==> src/rtl/gray_ptr_fifo.sv <==
// Single-clock FIFO built like an async FIFO: Gray-coded pointers cross to the
// opposite side through SYNC flop stages, so the full/empty flags are conservative
// with a fixed latency. Storage is distributed RAM with first-word-fall-through reads.
module gray_ptr_fifo #(
    parameter int unsigned WIDTH = 8,
    parameter int unsigned ABITS = 4,
    parameter int unsigned SYNC  = 2
) (
    input  logic             clk_i,
    input  logic             reset_ni,
    input  logic             wr_en_i,
    input  logic [WIDTH-1:0] wr_data_i,
    output logic             wfull_o,
    input  logic             rd_en_i,
    output logic [WIDTH-1:0] rd_data_o,
    output logic             rempty_o
);

    localparam int unsigned Depth = 2 ** ABITS;

    logic [WIDTH-1:0] r_mem [Depth];

    logic [ABITS:0] r_wbin;
    logic [ABITS:0] r_wgray;
    logic [ABITS:0] r_rbin;
    logic [ABITS:0] r_rgray;
    logic [ABITS:0] r_wsync [SYNC];
    logic [ABITS:0] r_rsync [SYNC];
    logic           r_wfull;
    logic           r_rempty;

    logic           w_wr;
    logic           w_rd;
    logic [ABITS:0] w_wbin_next;
    logic [ABITS:0] w_wgray_next;
    logic [ABITS:0] w_rbin_next;
    logic [ABITS:0] w_rgray_next;
    logic [ABITS:0] w_wq;
    logic [ABITS:0] w_rq;

    function automatic logic [ABITS:0] bin2gray(input logic [ABITS:0] b);
        return b ^ (b >> 1);
    endfunction

    // Qualified strobes and next pointer values on both sides.
    always_comb begin
        w_wr         = wr_en_i & ~r_wfull;
        w_rd         = rd_en_i & ~r_rempty;
        w_wbin_next  = r_wbin + (ABITS + 1)'(w_wr);
        w_rbin_next  = r_rbin + (ABITS + 1)'(w_rd);
        w_wgray_next = bin2gray(w_wbin_next);
        w_rgray_next = bin2gray(w_rbin_next);
        w_wq         = r_wsync[SYNC-1];
        w_rq         = r_rsync[SYNC-1];
    end

    // Pointers, synchroniser pipelines and registered flags.
    always_ff @(posedge clk_i or negedge reset_ni) begin
        if (!reset_ni) begin
            r_wbin   <= '0;
            r_wgray  <= '0;
            r_rbin   <= '0;
            r_rgray  <= '0;
            r_wfull  <= 1'b0;
            r_rempty <= 1'b1;
            for (int i = 0; i < SYNC; i++) begin
                r_wsync[i] <= '0;
                r_rsync[i] <= '0;
            end
        end else begin
            r_wbin     <= w_wbin_next;
            r_wgray    <= w_wgray_next;
            r_rbin     <= w_rbin_next;
            r_rgray    <= w_rgray_next;
            r_wsync[0] <= r_wgray;
            r_rsync[0] <= r_rgray;
            for (int i = 1; i < SYNC; i++) begin
                r_wsync[i] <= r_wsync[i-1];
                r_rsync[i] <= r_rsync[i-1];
            end
            // Full when the write pointer is one lap ahead: top two Gray bits inverted.
            r_wfull  <= (w_wgray_next == {~w_rq[ABITS:ABITS-1], w_rq[ABITS-2:0]});
            r_rempty <= (w_rgray_next == w_wq);
        end
    end

    // RAM write port; contents are deliberately not reset.
    always_ff @(posedge clk_i) begin
        if (w_wr) begin
            r_mem[r_wbin[ABITS-1:0]] <= wr_data_i;
        end
    end

    assign rd_data_o = r_mem[r_rbin[ABITS-1:0]];
    assign wfull_o   = r_wfull;
    assign rempty_o  = r_rempty;

endmodule

==> config.mk <==
export PLATFORM = sky130hd
export DESIGN_NAME = gray_ptr_fifo
export DESIGN_NICKNAME = d
export VERILOG_FILES = /design/src/rtl/gray_ptr_fifo.sv
export SDC_FILE = /design/constraint.sdc
export NUM_CORES = 1
export LEC_CHECK = 0
export BUFFER_PORTS_ARGS = -buffer_cell sky130_fd_sc_hd__buf_2
export CORE_UTILIZATION = 55
export CTS_CLUSTER_SIZE = 24
export DETAILED_ROUTE_END_ITERATION = 6
export PLACE_DENSITY = 0.75
export SKIP_CTS_REPAIR_TIMING = 1
export SLEW_MARGIN = 10
export SYNTH_ARGS = -nofsm -noshare
export SYNTH_HDL_FRONTEND = slang
export SYNTH_SLANG_ARGS = --single-unit
==> constraint.sdc <==
create_clock -name clk_i -period 4.4 [get_ports clk_i]
set_input_delay 1.32 -clock clk_i [delete_from_list [all_inputs] [get_ports clk_i]]
set_output_delay 1.32 -clock clk_i [all_outputs]
set_load 0.02 [all_outputs]
==> results_dict.tcl, run 1 <==
set metrics [dict create \
    yosysTopAreaCell "edfxtp_1" \
    cts_tree "done" \
    wl_mm 11.94 \
    ys_seq_elements 168 \
    cts_root_buf "clkbuf_16" \
    vias 3078 \
    yosysSeqAreaShare 0.7597 \
    fin_tns_setup_ns 0 \
    maxCapViolCount 0 \
    cp_slowest_stage_delay_ns 0.85 \
    avgSynthCellArea_um2 20.00 \
    outcome "completed" \
    hold_class "flip-flop to flip-flop" \
    rsz0062_at_grt "false" \
    required_ns 3.08 \
    p_per_area_nw_per_um2 733.0 \
    fin_area_um2 7282 \
    portBuffers 21 \
    synth-edff-count 128 \
    clk_path_buf_depth 2 \
    grt_pass1_wl_mm 18.22 \
    slew_headroom 0.4251 \
    core_um2 11080 \
    start_util 0.5758 \
    fillers 694 \
    end_kind "primary output" \
    antenna_cells 0 \
    die_h_um 109.7 \
    die_w_um 109.7 \
    vias_per_cell 6.059 \
    synth_most_common_cell "edfxtp_1" \
    finalMaxSlewViolations 0 \
    first_iter_violations 281 \
    critPathLaunchType "flip-flop" \
    setup_ws_ns 0.4450 \
    tightest_slew_ns 0.8591 \
    track_usage 0.2243 \
    fin_nets 372 \
    synthCells 319 \
    cp_slowest_cell "dfrtp_2" \
    crit_arrival_ns 2.63 \
    seqCellArea_um2 4847 \
    crit_fanout 23 \
    grt-ovfl-total 0 \
    synth-main-ff-cell "edfxtp_1" \
    path_class "flip-flop to primary output" \
    insertion_delay_ns 0.42 \
    total_power_w 0.005338 \
    synth_common_cells "edfxtp_1 (128), dfrtp_1 (39), mux4_2 (32)" \
    finalCritPeriodShare 0.8989 \
    drc 0 \
    firstDrtPassIters 5 \
    synthesis.yosys.warnings 0 \
    globalplace.congestion 0.7506 \
    worst_clock_skew_ns 0.01007 \
    synth_cell_types 33 \
    synth_nets 336 \
    finalSetupViolCount 0 \
    peakVddDrop_v 0.0006019 \
    area_growth_pct 14.16 \
    antenna_found_initial 0 \
    drtAntennaViolNets 0 \
    hold_viol_final 0 \
    period_needed_ns 3.955 \
    synthArstFlopShare 0.2381 \
    fmax_ghz 0.2528 \
    cts_max_level 4 \
    cts.reportedPaths.clkPinSlew_ns 0.06 \
    cp_cell_sequence "buf_4 -> mux4_2 -> a22oi_1 -> nand2_1 -> buf_2" \
    synth_area_leaders "edfxtp_1 (60%), dfrtp_1 (15%), mux4_2 (11%)" \
    die-area_um2 12030 \
    numCtsBuffers 17 \
    io-pin-count 22 \
    dp_hpwl_mm 7.052 \
    post_route_cells_drive_above_1_share 0.2609 \
    cts_sinks 168 \
    pre_cts_ws_ns 0.8594 \
    multiInputGateArea_um2 1451 \
    drt-wirelength-per-cell_um 23.50 \
    rows 38 \
    synth_area_um2 6379 \
    hold_ws_ns 0.3446 \
    grt_max_degree 41 \
    placed_area_um2 6673 \
    grt_pass1_vias 3140 \
    synth_top_area_share 0.6026 \
    p_leak_nw 2.578 \
]
-- routing by layer --
| layer | up-vias | GRT usage | wire (um) |
|---|---|---|---|
| met5 | - | 0 | 0 |
| li1 | 1317 | - | - |
| met3 | 29 | 0.05868 | 934 |
| met1 | 1568 | 0.3160 | 5138 |
| met2 | 164 | 0.3221 | 5478 |
| met4 | 0 | 0.1229 | 387 |
-- stage by stage --
| stage | utilization | std cells |
|---|---|---|
| floorplan | - | 319 |
| global placement | 0.6023 | 476 |
| detailed placement | 0.6023 | 476 |
| CTS | 0.6573 | 508 |
| global route | 0.6573 | 508 |
| finish | 0.6573 | 508 |
-- final cells by class --
class,instances,area share
Sequential cell,168,0.6656
Multi-Input combinational cell,133,0.1993
Clock buffer,20,0.05997
Timing Repair Buffer,32,0.02577
Tap cell,140,0.02405
Clock inverter,12,0.02371
Inverter,3,0.001546
-- layout by cell type (no fill, tap or decap), types with 4 or more instances in the layout --
cell / Yosys / routed
buf_2: 8 / 21
xnor2_1: 10 / 10
clkbuf_16: 0 / 17
mux4_2: 32 / 32
ha_1: 5 / 5
nand2_1: 9 / 9
nor3_1: 4 / 4
a22oi_1: 16 / 16
edfxtp_1: 128 / 128
xor2_1: 13 / 13
nand3_1: 6 / 6
nor2_1: 14 / 14
dfrtp_1: 39 / 38
buf_4: 1 / 11
bufinv_16: 0 / 4
-- critical path, delay by kind of cell (launching register included) --
kind,cells,cell delay [ns]
buffers and inverters,2,0.52
muxes,1,0.53
and+or+nand+nor,1,0.08
AOI/OAI and AO/OA,1,0.21
DFF,1,0.85
-- logic make-up after synthesis --
kind of cell	after synthesis	share of synthesized area
xor+xnor	25	0.03864
fa+ha+maj	5	0.009808
compound gates	21	0.02648
buf+inv	18	0.01275
flops	168	0.7597
simple gates	49	0.03806
mux	33	0.1146
-- path summary, 6_finish.rpt --
check,start,end,slack [ns],depth (start not counted)
setup / recovery,r_rbin[0],rd_data_o[7],0.45,5
hold / removal,r_wsync[6],w_wq[1],0.34,0
setup reg to reg,r_rbin[0],rempty_o,1.65,7
hold reg to reg,r_wsync[6],w_wq[1],0.34,0
max in group asynchronous,reset_ni,r_rbin[0],2.81,1
min in group asynchronous,reset_ni,r_wgray[1],1.01,1
-- registers in the layout, indices dropped and copies added (netlist names) --
name / cells
r_mem: 128
r_rbin: 5
r_rsync: 5
r_wbin: 5
r_wsync: 5
w_rq: 5
w_wq: 5
r_rgray: 4
r_wgray: 4
rempty_o: 1
wfull_o: 1
-- power breakdown --
group | switching (W) | internal [W] | leakage [nW]
clock | 0.000576 | 0.000948 | 0.286
combinational | 0.000849 | 0.000704 | 0.665
sequential | 0.000222 | 0.00204 | 1.63
total | 0.00165 | 0.00369 | 2.58
Power figures use the tool's default switching activity.
==> inputs of run 2 (changes only) <==
--- a/config.mk
+++ b/config.mk
@@ -6,10 +6,12 @@
 export NUM_CORES = 1
 export LEC_CHECK = 0
 export BUFFER_PORTS_ARGS = -buffer_cell sky130_fd_sc_hd__buf_2
+export CELL_PAD_IN_SITES_DETAIL_PLACEMENT = 0
+export CELL_PAD_IN_SITES_GLOBAL_PLACEMENT = 1
 export CORE_UTILIZATION = 55
 export CTS_CLUSTER_SIZE = 24
 export DETAILED_ROUTE_END_ITERATION = 6
-export PLACE_DENSITY = 0.75
+export PLACE_DENSITY = 0.83
 export SKIP_CTS_REPAIR_TIMING = 1
 export SLEW_MARGIN = 10
 export SYNTH_ARGS = -nofsm -noshare
==> run 2 against run 1 <==
  * Die area is the same
  * Non-clock buffer count shrank 5
  * Worst hold slack gained 0.0035 ns
  * Count of clock-buffer cells in the layout shrank 3
  * Maximum frequency grew 2.3%
  * Flip-flop and latch count is the same
  * Total power is essentially flat
  * First-iteration DRC count shrank 2.5%
  * Cell count shrank 0.98%
  * Clock power is essentially flat
  * Critical path type unchanged
  * Largest cell class unchanged
==> results_dict.tcl, run 2 (synthesis results as in run 1) <==
set metrics [dict create \
    antenna_cells 0 \
    drc 0 \
    portBuffers 21 \
    hold_viol_final 0 \
    track_usage 0.2207 \
    placed_area_um2 6660 \
    die_w_um 109.7 \
    clk_path_buf_depth 2 \
    start_util 0.5758 \
    area_growth_pct 14.03 \
    crit_arrival_ns 2.55 \
    die-area_um2 12030 \
    fmax_ghz 0.2587 \
    wl_mm 11.63 \
    firstDrtPassIters 4 \
    die_h_um 109.7 \
    p_per_area_nw_per_um2 734.3 \
    final_common_cell "edfxtp_1" \
    p_leak_nw 2.575 \
    core_um2 11080 \
    cts_max_level 4 \
    layout_common_cells "edfxtp_1 (128), dfrtp_1 (38), mux4_2 (32), buf_2 (21), clkbuf_16 (17)" \
    top_layer "met4" \
    vias 2958 \
    cts_tree "done" \
    fillers 714 \
    peakVddDrop_v 0.0005788 \
    tightest_slew_ns 0.9463 \
    fin_tns_setup_ns 0 \
    fin_area_um2 7273 \
    finalSetupViolCount 0 \
    reg2reg_to "rempty_o" \
    hold_class "flip-flop to flip-flop" \
    path_class "flip-flop to primary output" \
    rows 38 \
    rsz0062_at_grt "false" \
    worst_clock_skew_ns 0.009812 \
    grt_pass1_wl_mm 17.83 \
    outcome "completed" \
    grt_pass1_vias 3119 \
    required_ns 3.08 \
    dp_hpwl_mm 7.406 \
    dpl.cell_count 471 \
    r2r_cells 6 \
    cts_sinks 168 \
    vias_per_cell 5.881 \
    io-pin-count 22 \
    maxCapViolCount 0 \
    r2r_slack_ns 1.98 \
    numCtsBuffers 17 \
    cts.reportedPaths.clkPinSlew_ns 0.07 \
    finalCritPeriodShare 0.8786 \
    drtAntennaViolNets 0 \
    grt-ovfl-total 0 \
    holdPathEnd "w_wq[4]" \
    hp-start "r_wsync[9]" \
    finalMaxSlewViolations 0 \
    first_iter_violations 274 \
    period_needed_ns 3.866 \
    end_kind "primary output" \
    wl_met1_mm 5.017 \
    dr_wl_met2_mm 5.942 \
    r2r_start "r_rbin[0]" \
    globalplace.congestion 0.7258 \
    largest_reg_flops 128 \
    min_path_cells 0 \
    wl_met3_um 565 \
    drt-wirelength-per-cell_um 23.12 \
    post_route_cells_drive_above_1_share 0.2617 \
    slew_headroom 0.3668 \
    critPathLaunchType "flip-flop" \
    hold_ws_ns 0.3481 \
    insertion_delay_ns 0.42 \
    cts_root_buf "clkbuf_16" \
    grt_max_degree 41 \
    fin_nets 367 \
    antenna_found_initial 0 \
    final-instance-count-excl-fill 503 \
    crit_fanout 20 \
]
## run 2: cell types whose count changed in the layout (fill, tap and decap cells not counted), sizes merged
cell	change
clkbuf	-3
bufinv	-1
clkinvlp	-2
buf	-5
inv	+6
## run 2: worst max-delay path, cell delays in order, from the launching register on
cell	delay, ns
dfrtp_2	0.69
buf_12	0.27
mux4_2	0.52
a22oi_1	0.30
nand2_1	0.15
buf_2	0.18
## run 2: power breakdown
part | switching (W) | internal (W) | total [W] | leakage [nW]
clock network | 0.000613 | 0.000907 | 0.00152 | 0.299
registers | 0.000219 | 0.00204 | 0.00226 | 1.63
logic | 0.000853 | 0.000710 | 0.00156 | 0.648
## run 2: final cells by class
cell class              instances  area [um^2]  area share
clock buffers                  17        425.4     0.05849
multi-input cells             133         1451      0.1996
flip-flops and latches        168         4847      0.6664
clock inverters                15        187.7     0.02580
inverters                       3        11.26    0.001548
repair buffers                 27        175.2     0.02408
well taps                     140        175.2     0.02408
## run 2: per-stage QoR
stage	total power [W]	util	setup slack, ns
final	0.005341	0.6565	0.5340
after CTS	0.005387	0.6565	0.5137
after floorplan	0.003390	-	1.302
after detailed placement	0.003862	0.6012	0.9603
after global routing	0.005595	0.6565	0.3945
after global placement	0.003809	0.6012	0.9745
## run 2: worst max-delay path by stage
stage,endpoint,start
floorplan,r_mem[0][0],wr_en_i
detailed placement,rd_data_o[6],r_rbin[0]
finish,rd_data_o[6],r_rbin[0]
global route,rd_data_o[6],r_rbin[0]
global placement,rd_data_o[6],r_rbin[0]
CTS,rd_data_o[6],r_rbin[0]
## run 2: routing by layer
metal,vias up,GRT usage
met3,10,0.05098
met4,0,0.07810
met2,98,0.3585
li1,1311,-
met1,1539,0.2958
met5,-,0
==> inputs of run 3 (changes only) <==
--- a/config.mk
+++ b/config.mk
@@ -5,13 +5,13 @@
 export SDC_FILE = /design/constraint.sdc
 export NUM_CORES = 1
 export LEC_CHECK = 0
-export BUFFER_PORTS_ARGS = -buffer_cell sky130_fd_sc_hd__buf_2
 export CELL_PAD_IN_SITES_DETAIL_PLACEMENT = 0
 export CELL_PAD_IN_SITES_GLOBAL_PLACEMENT = 1
 export CORE_UTILIZATION = 55
 export CTS_CLUSTER_SIZE = 24
 export DETAILED_ROUTE_END_ITERATION = 6
-export PLACE_DENSITY = 0.83
+export DONT_BUFFER_PORTS = 1
+export PLACE_DENSITY = 0.81
 export SKIP_CTS_REPAIR_TIMING = 1
 export SLEW_MARGIN = 10
 export SYNTH_ARGS = -nofsm -noshare
==> run 3 against run 2 <==
  * Sequential share of layout area is 1.4 points higher
  * Total power fell by 4.2%
  * Clock skew down 0.0019 ns
  * Register-to-register slack lost 0.21 ns
  * Combinational power is 8% lower
  * Design area shrank 2.0%
  * Wire length up 2.0%
  * Global-route usage is 0.48 points higher
  * Clock power down 7%
  * Critical endpoint is now rd_data_o[7]
  * Via count up 0.71%
  * Setup slack improved by 0.037 ns
  * Worst hold slack worse by 0.0076 ns
  * Largest cell class unchanged
==> results_dict.tcl, run 3 (synthesis results as in run 1) <==
set metrics [dict create \
    drtAntennaViolNets 0 \
    start_util 0.5758 \
    track_usage 0.2255 \
    required_ns 3.08 \
    cts.reportedPaths.clkPinSlew_ns 0.06 \
    vias_per_cell 6.168 \
    r2r_slack_ns 1.77 \
    rsz0062_at_grt "false" \
    antenna_found_initial 0 \
    seq_power_share 0.444 \
    final_util 0.6432 \
    drt-wirelength-per-cell_um 24.55 \
    cts_tree "done" \
    finalMaxSlewViolations 0 \
    r2r_cells 6 \
    hold_ws_ns 0.3405 \
    r2r_start "r_rbin[0]" \
    slew_headroom 0.2706 \
    worst_clock_skew_ns 0.007897 \
    p_leak_nw 2.460 \
    holdPathEnd "w_rq[3]" \
    fmax_ghz 0.2612 \
    outcome "completed" \
    fin_area_um2 7126 \
    grt_pass1_vias 3068 \
    fin_nets 347 \
    die_h_um 109.7 \
    post_route_cells_drive_above_1_share 0.2216 \
    hold_viol_final 0 \
    die_w_um 109.7 \
    first_iter_violations 333 \
    layout_common_cells "edfxtp_1 (128), dfrtp_1 (38), mux4_2 (32), clkbuf_16 (17), a22oi_1 (16)" \
    switching_share 0.3177 \
    io-pin-count 22 \
    grt-ovfl-total 0 \
    path_class "flip-flop to primary output" \
    end_kind "primary output" \
    firstDrtPassIters 5 \
    cts_sinks 168 \
    tightest_slew_ns 1.090 \
    largest_reg_flops 128 \
    globalplace.congestion 0.7270 \
    grt_pass1_wl_mm 18.09 \
    maxCapViolCount 0 \
    p_clk_frac 0.277 \
    hold_class "flip-flop to flip-flop" \
    fin_tns_setup_ns 0 \
    p_per_area_nw_per_um2 718.2 \
    min_path_cells 0 \
    insertion_delay_ns 0.42 \
    peakVddDrop_v 0.0004627 \
    total_power_w 0.005118 \
    critPathLaunchType "flip-flop" \
    crit_fanout 23 \
    drc 0 \
    cts_max_level 4 \
    reg2reg_to "rempty_o" \
    cts_root_buf "clkbuf_16" \
    finalCritPeriodShare 0.8702 \
    p_int_w 0.003492 \
    portBuffers 0 \
    wl_mm 11.86 \
    crit_arrival_ns 2.51 \
    vias 2979 \
    area_growth_pct 11.71 \
    grt_max_degree 41 \
    core_um2 11080 \
    numCtsBuffers 17 \
    dp_hpwl_mm 7.140 \
    rows 38 \
    power.switching_w 0.001626 \
    die-area_um2 12030 \
    placed_area_um2 6550 \
    clk_path_buf_depth 2 \
    final_common_cell "edfxtp_1" \
    hp-start "r_rsync[8]" \
    antenna_cells 0 \
    period_needed_ns 3.829 \
    pwr-share-comb 0.279 \
    finalSetupViolCount 0 \
]
==> run 3: changes by cell type in the layout (fill, tap and decap cells not counted), sizes merged <==
| cell | delta |
|---|---|
| buf | -20 |
| clkinvlp | +3 |
| bufinv | -2 |
| inv | -6 |
| clkinv | +3 |
| clkbuf | +2 |
==> run 3: final cells by class <==
type / instances / area [um^2]
Timing Repair Buffer: 7 / 65.06
Tap cell: 140 / 175.2
Inverter: 3 / 11.26
Fill cell: 740 / 3953
Clock inverter: 13 / 122.6
Clock buffer: 19 / 452.9
Sequential cell: 168 / 4847
Multi-Input combinational cell: 133 / 1451
==> run 3: through the flow <==
step | setup WS, ns | cells
floorplan | 1.302 | 319
global placement | 1.006 | 451
detailed placement | 0.9874 | 451
CTS | 0.5084 | 483
global route | 0.3416 | 483
finish | 0.5711 | 483
==> run 3: per-layer routing <==
metal / vias to the layer above / global-route usage / share of wire
met4: 0 / 0.09048 / 0.017
met3: 20 / 0.06343 / 0.061
met1: 1571 / 0.3151 / 0.43
li1: 1275 / - / -
met5: - / 0 / 0
met2: 113 / 0.3396 / 0.49
==> run 3: worst max path at each step <==
stage	startpoint	end	slack (ns)	depth (start not counted)
global placement	r_rbin[0]	rd_data_o[3]	1.01	4
CTS	r_rbin[0]	rd_data_o[7]	0.51	4
global route	r_rbin[0]	rd_data_o[7]	0.34	4
detailed placement	wr_en_i	r_mem[1][1]	0.99	3
finish	r_rbin[0]	rd_data_o[7]	0.57	4
floorplan	wr_en_i	r_mem[0][0]	1.30	3
==> run 3: worst max-delay path, cell delays in order, from the launching register on <==
cell and delay, ns:
dfrtp_2 0.88, buf_12 0.24, mux4_2 0.51, a22oi_1 0.24, nand2_1 0.21
==> run 3: power groups by stage <==
| stage | clock network, W | logic [W] | registers, W |
|---|---|---|---|
| 2_1_floorplan | 0 | 0.00123 | 0.00216 |
| 3_3_place_gp | 0 | 0.00142 | 0.00229 |
| 3_5_place_dp | 0 | 0.00143 | 0.00231 |
| 4_1_cts | 0.00144 | 0.00145 | 0.00228 |
| 5_1_grt | 0.00150 | 0.00154 | 0.00231 |
| 6_report | 0.00142 | 0.00143 | 0.00227 |
